File: src/rtl/alu_pkg.sv
// Shared op-code encodings, FSM states and decode helpers for the ALU execute path.
package alu_pkg;

    localparam logic [3:0] OP_ADD  = 4'b0000;
    localparam logic [3:0] OP_SLL  = 4'b0001;
    localparam logic [3:0] OP_SLT  = 4'b0010;
    localparam logic [3:0] OP_SLTU = 4'b0011;
    localparam logic [3:0] OP_XOR  = 4'b0100;
    localparam logic [3:0] OP_SRL  = 4'b0101;
    localparam logic [3:0] OP_SRA  = 4'b0110;
    localparam logic [3:0] OP_OR   = 4'b0111;
    localparam logic [3:0] OP_AND  = 4'b1000;
    localparam logic [3:0] OP_SUB  = 4'b1001;

    typedef enum logic [1:0] {
        IDLE  = 2'd0,
        SHIFT = 2'd1,
        DONE  = 2'd2
    } state_t;

    // Codes above SUB are unassigned.
    function automatic logic is_legal_op(input logic [3:0] op);
        return op <= OP_SUB;
    endfunction

    function automatic logic is_shift_op(input logic [3:0] op);
        return (op == OP_SLL) || (op == OP_SRL) || (op == OP_SRA);
    endfunction

endpackage

File: src/rtl/alu_serial_shifter.sv
// One-bit-per-cycle shifter; the parent captures next_c on the cycle last_c is high.
module alu_serial_shifter #(
    parameter int unsigned XLEN = 32,
    parameter int unsigned SHW  = $clog2(XLEN)
) (
    input  logic            clk,
    input  logic            rst,
    input  logic            start,
    input  logic [XLEN-1:0] data,
    input  logic [SHW-1:0]  amount,
    input  logic            left,
    input  logic            arith,
    output logic            last_c,
    output logic [XLEN-1:0] next_c
);

    logic [XLEN-1:0] work;
    logic [SHW-1:0]  count;
    logic            busy;
    logic            left_q;
    logic            arith_q;

    always_comb begin
        next_c = left_q ? {work[XLEN-2:0], 1'b0}
                        : {arith_q & work[XLEN-1], work[XLEN-1:1]};
        last_c = busy && (count == SHW'(1));
    end

    always_ff @(posedge clk or posedge rst) begin
        if (rst) begin
            work    <= '0;
            count   <= '0;
            busy    <= 1'b0;
            left_q  <= 1'b0;
            arith_q <= 1'b0;
        end else if (start) begin
            work    <= data;
            count   <= amount;
            busy    <= (amount != '0);
            left_q  <= left;
            arith_q <= arith;
        end else if (busy) begin
            work  <= next_c;
            count <= count - SHW'(1);
            if (last_c) begin
                busy <= 1'b0;
            end
        end
    end

endmodule

File: src/rtl/alu_exec_unit.sv
// Multi-cycle ALU execute stage: single-cycle logic/arith/compare, serial shifts.
module alu_exec_unit
    import alu_pkg::*;
#(
    parameter int unsigned XLEN = 32,
    localparam int unsigned SHW = $clog2(XLEN)
) (
    input  logic            clk,
    input  logic            rst,
    input  logic            in_valid,
    output logic            in_ready,
    input  logic [3:0]      alu_op,
    input  logic [XLEN-1:0] op_a,
    input  logic [XLEN-1:0] op_b,
    output logic            out_valid,
    input  logic            out_ready,
    output logic [XLEN-1:0] result,
    output logic            zero,
    output logic            illegal_op
);

    state_t          state;
    state_t          next_state;
    logic            start_c;
    logic [XLEN-1:0] alu_c;
    logic            shift_last_c;
    logic [XLEN-1:0] shift_next_c;
    logic [SHW-1:0]  shamt;

    assign shamt = op_b[SHW-1:0];

    // Single-cycle datapath; a shift reaching here has shamt == 0.
    always_comb begin
        alu_c = '0;
        case (alu_op)
            OP_ADD:  alu_c = op_a + op_b;
            OP_SUB:  alu_c = op_a - op_b;
            OP_SLT:  alu_c = XLEN'($signed(op_a) < $signed(op_b));
            OP_SLTU: alu_c = XLEN'(op_a < op_b);
            OP_XOR:  alu_c = op_a ^ op_b;
            OP_OR:   alu_c = op_a | op_b;
            OP_AND:  alu_c = op_a & op_b;
            OP_SLL, OP_SRL, OP_SRA: alu_c = op_a;
            default: alu_c = '0;
        endcase
    end

    alu_serial_shifter #(
        .XLEN (XLEN),
        .SHW  (SHW)
    ) u_shifter (
        .clk    (clk),
        .rst    (rst),
        .start  (start_c),
        .data   (op_a),
        .amount (shamt),
        .left   (alu_op == OP_SLL),
        .arith  (alu_op == OP_SRA),
        .last_c (shift_last_c),
        .next_c (shift_next_c)
    );

    always_ff @(posedge clk or posedge rst) begin
        if (rst) begin
            state <= IDLE;
        end else begin
            state <= next_state;
        end
    end

    always_comb begin
        next_state = state;
        start_c    = 1'b0;
        case (state)
            IDLE: begin
                if (in_valid) begin
                    if (is_shift_op(alu_op) && (shamt != '0)) begin
                        start_c    = 1'b1;
                        next_state = SHIFT;
                    end else begin
                        next_state = DONE;
                    end
                end
            end
            SHIFT: begin
                if (shift_last_c) begin
                    next_state = DONE;
                end
            end
            DONE: begin
                if (out_ready) begin
                    next_state = IDLE;
                end
            end
            default: next_state = IDLE;
        endcase
    end

    // Output registers; zero/illegal_op are cleared once the result is consumed.
    always_ff @(posedge clk or posedge rst) begin
        if (rst) begin
            in_ready   <= 1'b1;
            out_valid  <= 1'b0;
            result     <= '0;
            zero       <= 1'b0;
            illegal_op <= 1'b0;
        end else begin
            in_ready  <= (next_state == IDLE);
            out_valid <= (next_state == DONE);
            case (state)
                IDLE: begin
                    if (in_valid && (next_state == DONE)) begin
                        result     <= alu_c;
                        zero       <= (alu_c == '0);
                        illegal_op <= !is_legal_op(alu_op);
                    end
                end
                SHIFT: begin
                    if (shift_last_c) begin
                        result     <= shift_next_c;
                        zero       <= (shift_next_c == '0);
                        illegal_op <= 1'b0;
                    end
                end
                DONE: begin
                    if (out_ready) begin
                        zero       <= 1'b0;
                        illegal_op <= 1'b0;
                    end
                end
                default: ;
            endcase
        end
    end

endmodule

File: config.mk
export PLATFORM = sky130hd
export DESIGN_NAME = alu_exec_unit
export DESIGN_NICKNAME = d
export VERILOG_FILES = /design/src/rtl/alu_pkg.sv /design/src/rtl/alu_serial_shifter.sv /design/src/rtl/alu_exec_unit.sv
export SDC_FILE = /design/constraint.sdc
export NUM_CORES = 1
export LEC_CHECK = 0
export ABC_AREA = 1
export ABC_CLOCK_PERIOD_IN_PS = 2900
export BUFFER_PORTS_ARGS = -buffer_cell sky130_fd_sc_hd__buf_2
export CELL_PAD_IN_SITES_DETAIL_PLACEMENT = 1
export CELL_PAD_IN_SITES_GLOBAL_PLACEMENT = 2
export CORE_MARGIN = 2
export CORE_UTILIZATION = 32
export CTS_CLUSTER_DIAMETER = 30
export DETAILED_ROUTE_END_ITERATION = 7
export GPL_TIMING_DRIVEN = 0
export PLACE_DENSITY = 0.85
export SYNTH_ARGS = -nofsm -noshare
export SYNTH_HDL_FRONTEND = slang
export SYNTH_SLANG_ARGS = --single-unit
File: constraint.sdc
create_clock -name clk -period 2.9 [get_ports clk]
set_input_delay 0 -clock clk [delete_from_list [all_inputs] [get_ports clk]]
set_output_delay 0 -clock clk [all_outputs]
set_load 0.01 [all_outputs]
; After elaboration in Yosys (flattened, before gate mapping)
; Cells that the tools add are included.
[totals]
regBits = 78
output_inout_bits = 36
inputBits = 72
word_cells = 82
[op_classes]
magnitude_cmp = 3
n_reduce_logical = 18
n_eq_ne = 16
n_addsub = 3
bitwise_logic = 4
mux = 27
[op_table]
columns = cell, count
row1 = $pmux W32 S8, 1
row2 = $mux W32, 5
row3 = $logic_not A32 Y1, 2
row4 = $lt A32 B32 Y1, 2
row5 = $pmux W32 S2, 1
row6 = $add A32 B32 Y32, 1
row7 = $and A32 B32 Y32, 1
row8 = $or A32 B32 Y32, 1
row9 = $sub A32 B32 Y32, 1
row10 = $xor A32 B32 Y32, 1
row11 = $eq A4 B3 Y1 const B, 4
row12 = $mux W1, 11
row13 = $mux W5, 2
row14 = $eq A4 B2 Y1 const B, 2
row15 = $eq A4 B4 Y1 const B, 2
row16 = $mux W2, 4
row17 = $ne A2 B2 Y1 const B, 3
row18 = $pmux W1 S3, 2
row19 = $pmux W2 S3, 1
row20 = $eq A5 B1 Y1 const B, 1
row21 = $reduce_bool A5 Y1, 1
row22 = $sub A5 B1 Y5 const B, 1
row23 = $eq A2 B2 Y1 const B, 2
row24 = $eq A4 B1 Y1 const B, 1
row25 = 13 further kinds, 18

; Logic depth before layout (Yosys ltp)
; Gate-level depths: netlist (run 1).
[depth]
ltp_word = 11
depth_mapped = 21
mapped_depth_nobuf = 20

; Cells and area by module
; From an unflattened synthesis (run 1), not the netlist that was laid out.
[unflattened]
cells_unflattened = 1948
area_unflattened_um2 = 11069.4
[by_module_without_submodules]
columns = module, area_per_inst_um2, n_inst, seq_area_each_um2, cells_per_inst
row1 = alu_exec_unit, 8834.7, 1, 952.2, 1630
row2 = alu_serial_shifter, 2234.6, 1, 1001.0, 318

; Least setup slack after synthesis (run 1)
; OpenSTA, ideal clock, no wires.
[synth_path]
path_kind = flip-flop to flip-flop
startpoint = reg u_shifter.count[1]
endpoint = reg result[10]
path_buffers = 2
slack_ps = 881
path_stages_with_launch = 18
arrival_time_ps = 1898
cell_sequence = dfrtp_1 inv_1 ha_1 nand3_1 nor2_1 nand2_1 nand2_1 o21ai_0 nor2_1 inv_1 a21oi_1 nand2_1 nand2_2 nand2_2 buf_6 buf_6 a21oi_2 a21oi_2
[synth_between]
elab_chain_len = 8
[synth_rtl]
columns = element, line
row1 = "start, declared", alu_serial_shifter.sv:18  ; logic [SHW-1:0] count;
row2 = "start signal, assigned", alu_serial_shifter.sv:38  ; count <= amount;
row3 = "start signal, assigned", alu_serial_shifter.sv:44  ; count <= count - SHW'(1);
row4 = $eq A5 B1 Y1 *, alu_serial_shifter.sv:26  ; last_c = busy && (count == SHW'(1));
row5 = $logic_and A1 B1 Y1 *, alu_serial_shifter.sv:26
row6 = $mux W2, alu_exec_unit.sv:86  ; if (shift_last_c) begin
row7 = $pmux W2 S3, alu_exec_unit.sv:74  ; case (state)
row8 = $eq A2 B2 Y1, alu_exec_unit.sv:112  ; if (in_valid && (next_state == DONE)) begin
row9 = $logic_and A1 B1 Y1, alu_exec_unit.sv:112
row10 = $ne A2 B2 Y1 (no line), -
row11 = $reduce_and A3 Y1 (no line) *, -
row12 = "end signal, assigned", alu_exec_unit.sv:113  ; result <= alu_c;
row13 = "end signal, assigned", alu_exec_unit.sv:120  ; result <= shift_next_c;
row14 = "end, declared", alu_exec_unit.sv:17  ; output logic [XLEN-1:0] result,
; Every way passes the cells marked *; elsewhere a longest branch is shown, timed or not.
; A chain may end at the register's enable or synchronous reset.

; Final worst setup path (run 1)
[layout_path]
startpoint = in op_a[8]
endpoint = reg zero
[layout_between]
elab_chain_len = 5
[layout_rtl]
columns = element, line
row1 = "start, declared", alu_exec_unit.sv:13  ; input logic [XLEN-1:0] op_a,
row2 = "$sub A32 B32 Y32, or another cell as far along", alu_exec_unit.sv:37  ; OP_SUB: alu_c = op_a - op_b;
row3 = $pmux W32 S8 *, alu_exec_unit.sv:35  ; case (alu_op)
row4 = $logic_not A32 Y1 *, alu_exec_unit.sv:114  ; zero <= (alu_c == '0);
row5 = $mux W1 *, alu_exec_unit.sv:112
row6 = $pmux W1 S3 *, alu_exec_unit.sv:110  ; case (state)
row7 = "end signal, assigned", alu_exec_unit.sv:114
row8 = "end signal, assigned", alu_exec_unit.sv:121  ; zero <= (shift_next_c == '0);
row9 = "end, declared", alu_exec_unit.sv:18  ; output logic zero,
; Every way passes the cells marked *; elsewhere a longest branch is shown, timed or not. The select of a mux whose other input is x is not followed.

==> results of run 1 <==
## placed cells by master, fill, tap and decap left out, types with 6 or more instances in the layout
master and instances:
a21oi_1 84, a21oi_2 14, a221oi_1 15, buf_2 140
buf_4 10, clkbuf_1 28, clkbuf_16 9, dfrtp_1 77
ha_1 109, inv_1 347, inv_2 7, nand2_1 545
nand2_2 7, nand3_1 199, nand4_1 19, nor2_1 178
nor2_2 6, nor3_1 13, nor4_1 7, o211ai_1 8
o21ai_0 68, o21ai_1 10, o21bai_1 9, o221ai_1 33
o22ai_1 29
## registers in the layout (all words and copies together), names as in the netlist
register / flops
result: 32
u_shifter.work: 32
u_shifter.count: 5
state: 2
illegal_op: 1
in_ready: 1
out_valid: 1
u_shifter.arith_q: 1
u_shifter.busy: 1
u_shifter.left_q: 1
zero: 1
## where the power goes
part           switching (uW)  internal, uW
Combinational            3020          1370
Sequential                289          1560
Clock                     491           802
Total                    3800          3730
## stage by stage
| step | cells | power, uW | instance area (um2) | setup slack (ns) |
|---|---|---|---|---|
| 3_5_place_dp | 2455 | 6180 | 12100 | -0.360 |
| 6_report | 2472 | 7530 | 12500 | 0.0915 |
| 3_3_place_gp | 2454 | 6050 | 12100 | -0.267 |
| 4_1_cts | 2472 | 7500 | 12500 | 0.0804 |
| 2_1_floorplan | 1899 | 4560 | 11000 | 0.881 |
| 5_1_grt | 2472 | 8110 | 12500 | 0.00581 |
## worst register-to-register path, stage by stage, from the launching register on
cell and delay [ns]:
dfrtp_1 0.36, clkbuf_1 0.23, clkbuf_2 0.25, o21ai_0 0.29, inv_1 0.13, nor3_1 0.31, nand4_1 0.15, nor4_1 0.39
a41oi_1 0.23, a21oi_1 0.23
## per-layer routing
| layer | vias to the layer above | GRT usage, % | wire length (um) |
|---|---|---|---|
| met4 | 0 | 10.4 | 1840 |
| met1 | 6539 | 39.0 | 23100 |
| met2 | 380 | 51.6 | 25700 |
| li1 | 6285 | - | - |
| met3 | 97 | 3.21 | 2930 |
| met5 | - | 0 | 0 |
## area by class of cell
type | instances | share of cell area (%)
Sequential cell | 78 | 15.6
Buffer | 76 | 3.05
Clock inverter | 5 | 0.649
Inverter | 356 | 10.7
Timing Repair Buffer | 109 | 4.51
Multi-Input combinational cell | 1389 | 59.0
Tap cell | 448 | 4.47
Clock buffer | 11 | 2.02
## what timing repair did
item	4_1_cts	5_1_grt
hold buffers	1	0
setup endpoints to repair	1	1
pin swaps	0	0
hold endpoints to repair	37	0
resized for setup	1	17
## cell families (layout without fill, tap and decap cells)
group / count (synthesis) / count (layout)
AOI/OAI and AO/OA: 283 / 283
xor gates and xnor gates: 3 / 3
buffers and inverters: 432 / 557
DFF: 78 / 78
and+or+nand+nor: 992 / 992
adders and majority gates: 111 / 111
## worst paths after layout
path	to	start
max in group asynchronous	u_shifter.arith_q$_DFFE_PP0P_	rst
worst max register to register	zero$_DFFE_PP0P_	u_shifter.left_q$_DFFE_PP0P_
worst max-delay path	zero$_DFFE_PP0P_	op_a[8]
min in group asynchronous	out_valid$_DFF_PP0_	rst
worst min register to register	result[21]$_DFFE_PP0P_	result[21]$_DFFE_PP0P_
worst min-delay path	illegal_op$_DFFE_PP0P_	alu_op[3]
==> impl_metrics.json, run 1 <==
{
  "outcome": "completed",
  "synth_cells": 1899,
  "rows": 67,
  "ys_seq_area_share_pct": 17.7,
  "drcViolationCount": 0,
  "synth-simple-area-share_pct": 37.6,
  "synthTopCellsByCount": "nand2_1, inv_1, nand3_1, nor2_1, ha_1",
  "rsz0062_at_grt": "no",
  "whs_ns": 0.0676,
  "cts_max_level": 3,
  "routedWlPerCell_um": 21.7,
  "fin_crit_sh_pct": 96.8,
  "syn-num-nets": 2082,
  "cp_top_family": "simple AND/OR/NAND/NOR gates",
  "synthFlopType": "dfrtp_1",
  "critical_path_class": "primary input to flip-flop",
  "synth.top_cell.area_share_pct": 18.6,
  "multi_input_area_um2": 7400,
  "cp_max_fo": 9,
  "dieWidth_um": 190,
  "grt_pass1_wl_mm": 81.4,
  "slowest_delay_ns": 0.31,
  "syn-cell-area_um2": 11000,
  "drt_iter0_drc": 945,
  "rrSetupSlack_ns": 0.25,
  "yosysMostFrequentCell": "nand2_1",
  "async_flop_share_pct": 100,
  "die_height_um": 190,
  "synth-edff-count": 0,
  "ff_latch_area_um2": 1950,
  "yosys_warnings": 0,
  "grt_max_degree": 41,
  "setup_viol": 0,
  "cts.path.max_buffers": 2,
  "start_kind": "primary input",
  "fmax_ghz": 0.356,
  "relSlewSlack_pct": 40.9,
  "postCtsSetupBuffers": 0,
  "synthMuxAreaShare_pct": 0,
  "cp.arrival_ns": 3.07,
  "synth_xor_area_share_pct": 0.238,
  "worst_slew_pin_slew_ns": 0.886,
  "worstSkewPairLatency_ns": 0.35,
  "hp-class": "primary input to flip-flop",
  "dr.pass1.iters": 6,
  "ant_nets": 0,
  "critical_path_buf_inv_count": 3,
  "yosys.area_share.adder_pct": 12.7,
  "io_pins": 108,
  "synth_compound_area_share_pct": 16.1,
  "port_buffers": 107,
  "yosys.area.top_type": "nand2_1",
  "coreArea_um2": 33700,
  "root_buffer": "clkbuf_16",
  "hpwl_mm": 44.7,
  "required_ns": 3.16,
  "final-max-slew-violation-count": 0,
  "power_density_nw_per_um2": 601,
  "area_growth_syn_to_layout_pct": 13.7,
  "antenna-diode-count": 0,
  "grt_overflow": 0,
  "crit_path_top_delay_cell": "ha_1",
  "drt-total-wl_mm": 53.6,
  "ys_types": 48,
  "grt_pass1_vias": 13577,
  "crit_path_end_kind": "flip-flop",
  "finalCriticalPeriod_ns": 2.81,
  "gp_congestion": 0.934,
  "setup_tns_ns": 0,
  "fin_nets": 2202,
  "vdd_drop_max_v": 0.000458,
  "ys_top_cells_by_area": "nand2_1, dfrtp_1, ha_1",
  "cts.clk_slew.worst_paths_ns": 0.06,
  "vias": 13301,
  "crit_chain": "buf_2, inv_1, ha_1, buf_2, nand2_1, nor2_2, nand3_1, nand3_1, nand3_1, nand2_1, nand2_1, nand3_1, nand3_1, nor2_1, nand2_1, nor2_1, nand3_1, a21oi_1",
  "drv_cap": 0,
  "synth_top_family_by_area": "simple AND/OR/NAND/NOR gates",
  "cp.depth": 18,
  "drive_gt1_share_pct": 10.9,
  "cts_tree": "yes",
  "start_util_pct": 32.7,
  "post-route-util_pct": 37.2,
  "fillers": 4662,
  "syn_avg_cell_area_um2": 5.80,
  "vias_per_cell": 5.38,
  "antenna_found_initial": 0,
  "whs_path_depth": 3,
  "cts_made_buffers": 9,
  "hold_viol": 0,
  "p_leak_uw": 0.00697,
  "r2r_cells": 9,
  "clock_skew_ns": 0.00875,
  "clock-sinks": 78,
  "die_area_um2": 35900,
  "grtUsageTotal_pct": 30.0,
  "path_common_cell": "nand3_1",
  "synth-seq-cells": 78
}
Power figures use the tool's default switching activity.
==> inputs of run 2 (changes only) <==
Settings changed: CELL_PAD_IN_SITES_DETAIL_PLACEMENT 1 to default, CELL_PAD_IN_SITES_GLOBAL_PLACEMENT 2 to default, CORE_UTILIZATION 32 to 50, PLACE_DENSITY 0.85 to 0.72.
==> impl_metrics.json, run 2 (same netlist as run 1, synthesis figures left out) <==
{
  "outcome": "completed",
  "routedWlPerCell_um": 20.2,
  "drive_gt1_share_pct": 10.2,
  "slowest_delay_ns": 0.38,
  "dr.pass1.iters": 6,
  "p_leak_uw": 0.00694,
  "cp_max_fo": 9,
  "grt_pass1_vias": 12321,
  "finalCriticalPeriod_ns": 2.80,
  "vias": 13220,
  "port_buffers": 107,
  "cts.path.max_buffers": 2,
  "hold_viol": 0,
  "crit_path_end_kind": "flip-flop",
  "gp_congestion": 1.04,
  "power_density_nw_per_um2": 588,
  "hp-class": "primary input to flip-flop",
  "drcViolationCount": 0,
  "coreArea_um2": 21800,
  "worstSkewPairLatency_ns": 0.35,
  "clock-sinks": 78,
  "cts.clk_slew.worst_paths_ns": 0.06,
  "cts_made_buffers": 9,
  "placed_cell_area_um2": 11900,
  "antenna_found_initial": 0,
  "rsz0062_at_grt": "no",
  "hpwl_mm": 38.1,
  "io_pins": 108,
  "antenna-diode-count": 0,
  "die_area_um2": 23300,
  "final_common_cell": "nand2_1",
  "design_area_um2": 12300,
  "die_height_um": 152,
  "rows": 54,
  "fin_nets": 2202,
  "dieWidth_um": 152,
  "clock_skew_ns": 0.00877,
  "area_growth_syn_to_layout_pct": 11.2,
  "required_ns": 3.17,
  "final-max-slew-violation-count": 0,
  "grt_max_degree": 52,
  "vdd_drop_max_v": 0.000632,
  "worst_slew_pin_slew_ns": 0.981,
  "final_cell_mix": "nand2_1, inv_1, nand3_1",
  "grtUsageTotal_pct": 39.1,
  "fin_crit_sh_pct": 96.4,
  "vias_per_cell": 5.74,
  "critical_path_class": "primary input to flip-flop",
  "cts_max_level": 3,
  "ant_nets": 0,
  "grt_overflow": 0,
  "relSlewSlack_pct": 34.6,
  "postCtsSetupBuffers": 0,
  "crit_chain": "buf_2, inv_1, ha_1, buf_2, nand2_1, nor2_1, nand3_1, nand3_1, nand3_1, nand2_1, nand2_1, nand3_1, nand3_1, nor2_1, nand2_1, nor2_1, nand3_1, a21oi_1",
  "setup_viol": 0,
  "cp.arrival_ns": 3.06,
  "cts_tree": "yes",
  "drt_iter0_drc": 1516,
  "crit_path_top_delay_cell": "nor2_1",
  "drt-total-wl_mm": 46.5,
  "path_common_cell": "nand3_1",
  "grt_pass1_wl_mm": 70.4,
  "drv_cap": 0,
  "fmax_ghz": 0.358,
  "root_buffer": "clkbuf_16",
  "start_util_pct": 50.7,
  "setup_tns_ns": 0,
  "start_kind": "primary input",
  "largestRegisters": "result x32, u_shifter.work x32, u_shifter.count x5"
}
run 2: cell types whose count changed in the layout (fill, tap and decap cells not counted), moves of 2 or more:
cell      before  now
nor2_2         6    1
nor2_1       178  184
nand2_1      545  547
nand2_2        7    5
clkbuf_1      28   32
clkbuf_2       2    0
run 2: stage by stage:
step	utilization (%)	power (uW)	cells	hold WS, ns	setup slack (ns)
2_1_floorplan	-	4560	1899	0.149	0.881
3_3_place_gp	54.7	5870	2286	0.353	-0.120
3_5_place_dp	54.9	5930	2287	0.0135	-0.151
4_1_cts	56.3	7090	2304	0.00830	0.169
5_1_grt	56.3	7710	2304	0.0289	0.0391
6_report	56.3	7200	2304	0.00885	0.103
run 2: path summary, 6_finish.rpt:
| path | slack [ns] | end | cells after the start | startpoint |
|---|---|---|---|---|
| max | 0.10 | zero$_DFFE_PP0P_ | 18 | op_a[7] |
| min reg2reg | 0.48 | result[16]$_DFFE_PP0P_ | 2 | result[16]$_DFFE_PP0P_ |
| max reg2reg | 0.40 | zero$_DFFE_PP0P_ | 8 | u_shifter.left_q$_DFFE_PP0P_ |
| max in group asynchronous | 2.08 | in_ready$_DFF_PP1_ | 4 | rst |
| min | 0.009 | u_shifter.count[0]$_DFFE_PP0P_ | 3 | op_b[0] |
| min in group asynchronous | 0.20 | state[1]$_DFF_PP0_ | 3 | rst |
run 2: report_power, final:
group          internal, uW  switching (uW)  total (uW)
Clock                   689             453        1140
Sequential             1560             255        1820
Combinational          1360            2880        4240
run 2: per-layer routing:
metal	share of wire, %	global-route usage [%]
met1	40	48.9
met2	44	63.3
met3	9.2	6.54
met4	7.1	23.8
met5	0	0
run 2: timing repair:
action                                  CTS  global route
hold buffers                              1             0
gates resized for setup                   0             2
endpoints found under the setup margin    0             1
hold endpoints to repair                 27             0
run 2: layout make-up:
class	instances	area (um2)
well taps	280	350
clock buffers	12	246
repair buffers	109	573
fillers	2290	9500
flip-flops and latches	78	1950
multi-input cells	1389	7370
inverters	356	1340
clock inverters	4	48.8
plain buffers	76	379
run 2: critical path, delay by kind of cell:
family / cells / cell delay, ns
fa+ha+maj: 1 / 0.30
simple gates: 13 / 2.10
compound gates: 1 / 0.17
buf+inv: 3 / 0.44
==> inputs of run 3 (changes only) <==
Settings changed: CORE_MARGIN 2 to default, SYNTH_HIERARCHICAL from default to 1.
==> impl_metrics.json, run 3 <==
{
  "outcome": "finished, violations left",
  "violations": "negative hold slack",
  "ys_top_cells_by_area": "nand2_1, dfrtp_1, ha_1",
  "area_growth_syn_to_layout_pct": 12.0,
  "whs_ns": -0.00167,
  "grt_max_degree": 41,
  "yosys.area.top_type": "nand2_1",
  "synth.top_cell.area_share_pct": 22.9,
  "final_cell_mix": "nand2_1, inv_1, nor2_1",
  "setup.worst_path.start": "op_a[25]",
  "rrSetupSlack_ns": 0.49,
  "yosysMostFrequentCell": "nand2_1",
  "ys_seq_area_share_pct": 17.6,
  "whs_path_depth": 3,
  "worstSkewPairLatency_ns": 0.34,
  "syn-cell-area_um2": 11100,
  "coreArea_um2": 21800,
  "grt_pass1_wl_mm": 64.7,
  "drive_gt1_share_pct": 11.2,
  "antenna-diode-count": 0,
  "clock_skew_ns": 0.00673,
  "setup_viol": 0,
  "required_ns": 3.17,
  "synth-seq-cells": 78,
  "crit_path_end_kind": "flip-flop",
  "design_area_um2": 12400,
  "synth-edff-count": 0,
  "async_flop_share_pct": 100,
  "fin_nets": 2258,
  "ys_types": 44,
  "cts.clk_slew.worst_paths_ns": 0.06,
  "port_buffers": 107,
  "r2r_cells": 9,
  "routedWlPerCell_um": 18.2,
  "drt-total-wl_mm": 43.0,
  "dr.pass1.iters": 6,
  "dp_slack_ns": -0.131,
  "final_common_cell": "nand2_1",
  "r2r-end": "zero$_DFFE_PP0P_",
  "power_density_nw_per_um2": 580,
  "cts_made_buffers": 9,
  "syn_avg_cell_area_um2": 5.68,
  "final-max-slew-violation-count": 0,
  "finalCriticalPeriod_ns": 2.79,
  "rsz0062_at_grt": "no",
  "worst_slew_pin_slew_ns": 0.880,
  "yosys_warnings": 6,
  "gp_congestion": 0.998,
  "largestRegisters": "result x32, u_shifter/work x32, u_shifter/count x5",
  "fin_crit_sh_pct": 96.2,
  "drv_cap": 0,
  "vdd_drop_max_v": 0.000337,
  "hold_viol": 1,
  "vias_per_cell": 5.50,
  "total_power_uw": 7190,
  "vias": 12986,
  "synthTopCellsByCount": "nand2_1, inv_1, nor2_1, nand3_1, ha_1",
  "grtUsageTotal_pct": 38.1,
  "root_buffer": "clkbuf_16",
  "dieWidth_um": 151,
  "postCtsSetupBuffers": 0,
  "relSlewSlack_pct": 41.2,
  "critical_path_class": "primary input to flip-flop",
  "grt_pass1_vias": 11650,
  "grt_overflow": 0,
  "antenna_found_initial": 0,
  "clock-sinks": 78,
  "cts_tree": "yes",
  "drt_iter0_drc": 1179,
  "cts_max_level": 3,
  "reg2reg_from": "u_shifter/left_q$_DFFE_PP0P_",
  "fmax_ghz": 0.359,
  "cp_max_fo": 8,
  "p_leak_uw": 0.00712,
  "start_kind": "primary input",
  "rows": 54,
  "syn-num-nets": 2131,
  "placed_cell_area_um2": 12000,
  "endpoint": "zero$_DFFE_PP0P_",
  "cts.path.max_buffers": 2,
  "cp.arrival_ns": 3.06,
  "start_util_pct": 50.9,
  "hpwl_mm": 35.6,
  "synth_cells": 1948,
  "setup_slack_ns": 0.111,
  "hp-class": "primary input to flip-flop",
  "ant_nets": 0,
  "io_pins": 108,
  "synthFlopType": "dfrtp_1",
  "die_area_um2": 22700,
  "die_height_um": 151,
  "drcViolationCount": 0
}
-- run 3: changes by cell type in the layout (fill, tap and decap cells not counted), moves of 8 or more --
cell	change
nand2_1	+127
o221ai_1	-33
inv_1	-27
o21ai_0	-25
clkbuf_1	-19
o21ai_1	+18
nand3_1	-15
a21oi_1	-9
buf_6	+8
dlygate4sd3_1	+8
o22ai_1	+8
-- run 3: per-stage QoR --
stage          setup TNS, ns  util, %  hold WS [ns]  std cells
2_1_floorplan              0        -         0.129       1948
3_3_place_gp         -0.0850     55.0         0.303       2335
3_5_place_dp          -0.131     55.0         0.236       2335
4_1_cts                    0     56.8      0.000857       2360
5_1_grt                    0     57.0        0.0161       2360
6_report                   0     57.0      -0.00167       2360
-- run 3: logic make-up after synthesis --
| kind of cell | count (synthesis) | share of synthesized area, % |
|---|---|---|
| xor gates and xnor gates | 1 | 0.0791 |
| AOI/OAI and AO/OA | 236 | 12.6 |
| and+or+nand+nor | 1118 | 41.8 |
| buffers and inverters | 404 | 15.2 |
| adders and majority gates | 111 | 12.7 |
| DFF | 78 | 17.6 |
-- run 3: routing by layer --
layer / up-vias / part of all wire (%) / GRT usage (%)
met2: 603 / 43 / 59.9
met5: - / 0 / 0
met4: 0 / 3.6 / 15.4
met3: 77 / 9.4 / 3.67
li1: 6380 / - / -
met1: 5926 / 44 / 53.5
-- run 3: worst min path at each step --
stage                   from                             end  slack (ns)
floorplan           op_a[30]  u_shifter/work[30]$_DFFE_PP0P_        0.13
global placement     op_a[0]   u_shifter/work[0]$_DFFE_PP0P_        0.30
detailed placement       rst          result[28]$_DFFE_PP0P_        0.24
CTS                 op_a[23]  u_shifter/work[23]$_DFFE_PP0P_      0.0009
global route        op_a[28]  u_shifter/work[28]$_DFFE_PP0P_        0.02
finish              op_a[26]  u_shifter/work[26]$_DFFE_PP0P_      -0.002
-- run 3: what timing repair did --
action	4_1_cts	5_1_grt
resized for setup	0	9
hold endpoints to repair	85	0
hold buffers	9	0
setup endpoints to repair	0	1
-- run 3: report_power, final --
part           internal (uW)  switching [uW]
Combinational           1400            2770
Clock                    694             463
Sequential              1560             306
Total                   3660            3530
-- run 3: area by class of cell --
cell class	count	area [um2]
clock buffers	10	239
flip-flops and latches	78	1950
clock inverters	6	70.1
plain buffers	72	433
fillers	2357	9360
inverters	332	1250
multi-input cells	1466	7480
repair buffers	116	626
well taps	280	350
-- run 3: worst max-delay path, cell delays in order --
cell	delay (ns)
dlygate4sd3_1	0.52
buf_2	0.16
inv_1	0.05
ha_1	0.27
buf_2	0.19
nand2_1	0.23
inv_1	0.06
nand2_1	0.06
nand2_1	0.06
nand2_1	0.07
nand3_1	0.07
a21oi_1	0.33
nand3_1	0.13
nand3_1	0.11
nand3_1	0.13
nor2_1	0.11
nand2_1	0.07
nor2_1	0.10
nand3_1	0.17
a21oi_2	0.15
